### config.mk
export PLATFORM = sky130hd
export DESIGN_NAME = iq_fetch_unit
export DESIGN_NICKNAME = d
export VERILOG_FILES = /design/src/rtl/iq_fetch_unit.sv
export SDC_FILE = /design/constraint.sdc
export NUM_CORES = 1
export LEC_CHECK = 0
export CELL_PAD_IN_SITES_DETAIL_PLACEMENT = 2
export CELL_PAD_IN_SITES_GLOBAL_PLACEMENT = 2
export CORE_MARGIN = 10
export CORE_UTILIZATION = 41
export CTS_CLUSTER_DIAMETER = 50
export DETAILED_ROUTE_END_ITERATION = 12
export HOLD_SLACK_MARGIN = 0.08
export PLACE_DENSITY = 0.77
export SYNTH_ARGS = -nofsm -noshare
export SYNTH_HDL_FRONTEND = slang
export SYNTH_SLANG_ARGS = --single-unit
### constraint.sdc
create_clock -name clk -period 4.8 [get_ports clk]
set_input_delay 0.96 -clock clk [delete_from_list [all_inputs] [get_ports clk]]
set_output_delay 0.96 -clock clk [all_outputs]
set_load 0.03 [all_outputs]
### src/rtl/iq_fetch_unit.sv
// iq_fetch_unit: PC fetch driver feeding a circular instruction queue with valid/ready issue.
// Defining IQ_STALL_CNT_EN adds a saturating 16-bit stall_cnt output.
module iq_fetch_unit #(
   parameter int INSTR_W  = 32,
   parameter int PC_W     = 4,
   parameter int DEPTH    = 4,
   parameter int RESET_PC = 0
) (
   input  logic                       clk,
   input  logic                       rst,
   input  logic                       fetch_en,
   output logic [PC_W-1:0]            imem_addr,
   input  logic [INSTR_W-1:0]         imem_rdata,
   output logic                       iss_valid,
   input  logic                       iss_ready,
   output logic [INSTR_W-1:0]         iss_instr,
   output logic [PC_W-1:0]            iss_pc,
   input  logic                       flush,
   input  logic [PC_W-1:0]            flush_pc,
   output logic                       full,
   output logic                       empty,
   output logic [$clog2(DEPTH):0]     count
`ifdef IQ_STALL_CNT_EN
   ,
   output logic [15:0]                stall_cnt
`endif
);
   localparam int AW = $clog2(DEPTH);
   localparam int CW = AW + 1;
   localparam logic [PC_W-1:0] RST_PC = PC_W'(RESET_PC);
   logic [PC_W-1:0] pc;
   logic [AW-1:0] wr_ptr, rd_ptr;
   logic [PC_W+INSTR_W-1:0] mem [DEPTH];
   logic pop, push;
   assign full      = count == CW'(DEPTH);
   assign empty     = count == '0;
   assign iss_valid = !empty;
   assign pop       = iss_valid & iss_ready;
   assign push      = fetch_en & (!full | pop);
   assign imem_addr = pc;
   assign {iss_pc, iss_instr} = empty ? '0 : mem[rd_ptr];
   always_ff @(posedge clk or posedge rst)
      if (rst) begin
         pc     <= RST_PC;
         wr_ptr <= '0;
         rd_ptr <= '0;
         count  <= '0;
      end else if (flush) begin
         pc     <= flush_pc;
         wr_ptr <= '0;
         rd_ptr <= '0;
         count  <= '0;
      end else begin
         if (push) begin
            wr_ptr <= wr_ptr + 1'b1;
            pc     <= pc + 1'b1;
         end
         if (pop) rd_ptr <= rd_ptr + 1'b1;
         count <= count + CW'(push) - CW'(pop);
      end
   // storage is deliberately left uncleared; count alone decides what is visible
   always_ff @(posedge clk)
      if (push && !flush) mem[wr_ptr] <= {pc, imem_rdata};
`ifdef IQ_STALL_CNT_EN
   always_ff @(posedge clk or posedge rst)
      if (rst) stall_cnt <= '0;
      else if (flush) stall_cnt <= '0;
      else if (fetch_en && full && !pop && stall_cnt != 16'hFFFF) stall_cnt <= stall_cnt + 1'b1;
`endif
endmodule

==> results.md <==
- #FFs+latches synth: around 160
- WP data required: 3840 ps
- GRT Total Usage: between 10% and 20%
- Area post-placement: between 7000 and 8000 um^2
- EDFF count, synth: 144
- Main synth FF type: edfxtp_1
- Die ar.: about 20,000 um^2
- Peak supply drop: 332.7 uV
- Design area: between 7000 and 8000 um^2
- Final setup violation count: 0
- Total clock sinks: 155
- Tcrit/Tclk final: about four fifths
- Slew headroom: 36.92%
- Initial antenna violation count: 1
- Clock skew: 7.212 ps
- Crit start category: register
- Post-DP HPWL: 10,200 um
- Fin cells: 600
- Post-CTS sizing: 0
- # hold bufs at CTS: 0
- Mean post-synth cell area: around 20 um^2
- Leakage power: approximately 2.6 nW
- Hold Path Class: reg2reg
- Final min period: approximately 3900 ps
- Hold path depth: 2
- P_int: 3.078 mW
- Status: completed
- Clock buffer count from CTS: 17
- R2R depth: 4
- Largest net degree at the start of global routing: 39
- Initial DRC Count: roughly 160
- Final Core Density: between 50 and 60%
- Pwr per Cell Area: roughly 570 nW/um^2
- Via Count: 3,260
- Crit path DAT: just under 3000 ps
- Syn Std Cell Area: between 6000 and 7000 um^2
- Clock Latency Late Sink: approximately 420 ps
- Final Max Tran Viols: 0
- H-tree levels: 4
- Total negative slack: 0 ps
- Synth Net Count: 352
- DR pass1 iterations: 4
- Vias/cell: ~5.4
- Inst Count DP: around 570
- Final hold vios: 0
- Nets@finish: ~450
- Commonest non-fill, non-tap cells in the layout: edfxtp_1 (144), clkdlybuf4s50_1 (86), nor2b_1 (39), mux4_2 (36), clkbuf_16 (17)
- Number of setup buffers added after CTS: 0
- Die height: 142.7 um
- RSZ-0062 raised after global routing: no
- Clock group share of total power: between 30% and 40%
- Syn. warnings: 0
- Number of global-route vias before repair: between 3,000 and 4,000
- Most common cell after layout, fill and taps aside: edfxtp_1
- Sequential fraction of the synthesis area: approximately three quarters
- Sequential power share: 37.2%
- CTS tree: built
- I/O Buffers: 86
- Core area: roughly 15,000 um^2
- DR WL/cell: approximately 27 um
- Root Driver: clkbuf_16
- Worst Setup End Kind: output port
- Worst-path fanout max: 20
- Worst Tran Pin Value: 946.2 ps
- N_diodes: 0
- Fin Hold WS: around 600 ps
- Sw Pwr: between 1 and 1.5 mW
- Antenna-violating nets left: 0
- Comb pwr share: approximately 32%
- Area delta synth->final: 27.29%
- I/O pins: 87
- GRT overflow: 0
- Clock tree buffer depth: 2
- Syn Inst Count: 304
- Total length of routed wires: roughly 16,000 um
- Initial Utilization: between 40% and 50%
- First-pass GRT wire length: 25,290 um
- Fmax achieved: roughly 250 MHz
- Layout cells sized above 1: about 19%
- Register clock-pin slew on the reported worst setup and hold paths: ~60 ps
- Async SR Flop Fraction: slightly above 7%
- Die X: 142.7 um
- Row Count: 44
- Max-cap violations: 0
- Critical path class: reg2out
- GP Congestion: approximately 0.72
- R2R setup slack: approximately 2400 ps
- DRC: 0
- Sw frac: between 30% and 40%
- Synth unique cells: 36
[cells by family (layout without fill, tap and decap cells)]
| logic type | Yosys count | after routing | share of synthesized area (%) |
|---|---|---|---|
| flip-flops | 155 | 155 | 74.49 |
| AND/OR/NAND/NOR | 66 | 66 | 6.829 |
| multiplexers | 37 | 37 | 13.31 |
| buffers and inverters | 22 | 134 | 1.925 |
| AO/OA/AOI/OAI | 13 | 13 | 1.337 |
| adder cells (fa/ha/maj) | 7 | 7 | 1.540 |
| XOR/XNOR | 4 | 4 | 0.5675 |
[state kept, by name (all words and copies together) (netlist names)]
| register | cells |
|---|---|
| count | 3 |
| imem_addr | 4 |
| mem | 144 |
| rd_ptr | 2 |
| wr_ptr | 2 |
[layer usage]
layer  vias to the layer above  wire (um)  global-route usage (%)
met5                         -         15                       0
met4                         2        311                   6.623
met3                        21        981                   4.544
met2                       102       8529                   28.74
met1                      1728       6649                   20.19
li1                       1407          -                       -
[cells in the mapped netlist (2+ instances only)]
library cell | count | area (um^2)
xor2_1 | 3 | 26.28
dfrtp_1 | 11 | 275.3
inv_1 | 7 | 26.28
ha_1 | 6 | 75.07
nor2b_1 | 39 | 244.0
nor2_1 | 7 | 26.28
mux4_2 | 36 | 810.8
buf_2 | 5 | 25.02
nor3b_1 | 5 | 37.54
clkbuf_1 | 4 | 15.01
a31oi_1 | 2 | 12.51
buf_6 | 3 | 33.78
nand3_1 | 3 | 15.01
nand2_1 | 2 | 7.510
a21oi_1 | 2 | 10.01
edfxtp_1 | 144 | 4324
buf_4 | 2 | 15.01
o21ai_0 | 5 | 25.02
[area by class of cell]
class,count,area [um^2]
Tap cell,184,230.2
Clock inverter,11,150.1
Fill cell,1306,6784
Timing Repair Buffer,95,928.4
Sequential cell,155,4602
Multi-Input combinational cell,127,1483
Clock buffer,21,440.4
Inverter,7,26.28
[power by group through the flow]
stage	clock network [mW]	registers, mW	logic (mW)
after floorplan	0	1.65	0.942
after global placement	0	1.70	1.41
after detailed placement	0	1.71	1.46
after CTS	1.40	1.68	1.49
after global routing	1.46	1.70	1.55
final	1.38	1.68	1.46
[critical path, cell delays in order (launching register included)]
cell	delay (ps)
dfrtp_2	790
buf_4	400
mux4_2	550
nor2b_1	160
clkdlybuf4s50_1	640
[path summary, 6_finish.rpt]
path | startpoint | endpoint
min in group asynchronous | rst | imem_addr[2]
setup reg to reg | count[1] | mem[3][31]
hold reg to reg | wr_ptr[0] | wr_ptr[0]
setup / recovery | rd_ptr[0] | iss_instr[29]
max in group asynchronous | rst | rd_ptr[0]
hold / removal | wr_ptr[0] | wr_ptr[0]
[metrics by stage]
stage / setup slack [ps] / power (mW)
global placement: 1343 / 3.111
global route: 702.8 / 4.714
CTS: 795.7 / 4.580
finish: 866.3 / 4.517
detailed placement: 1296 / 3.167
floorplan: 247.1 / 2.591
Power figures use the tool's default switching activity.
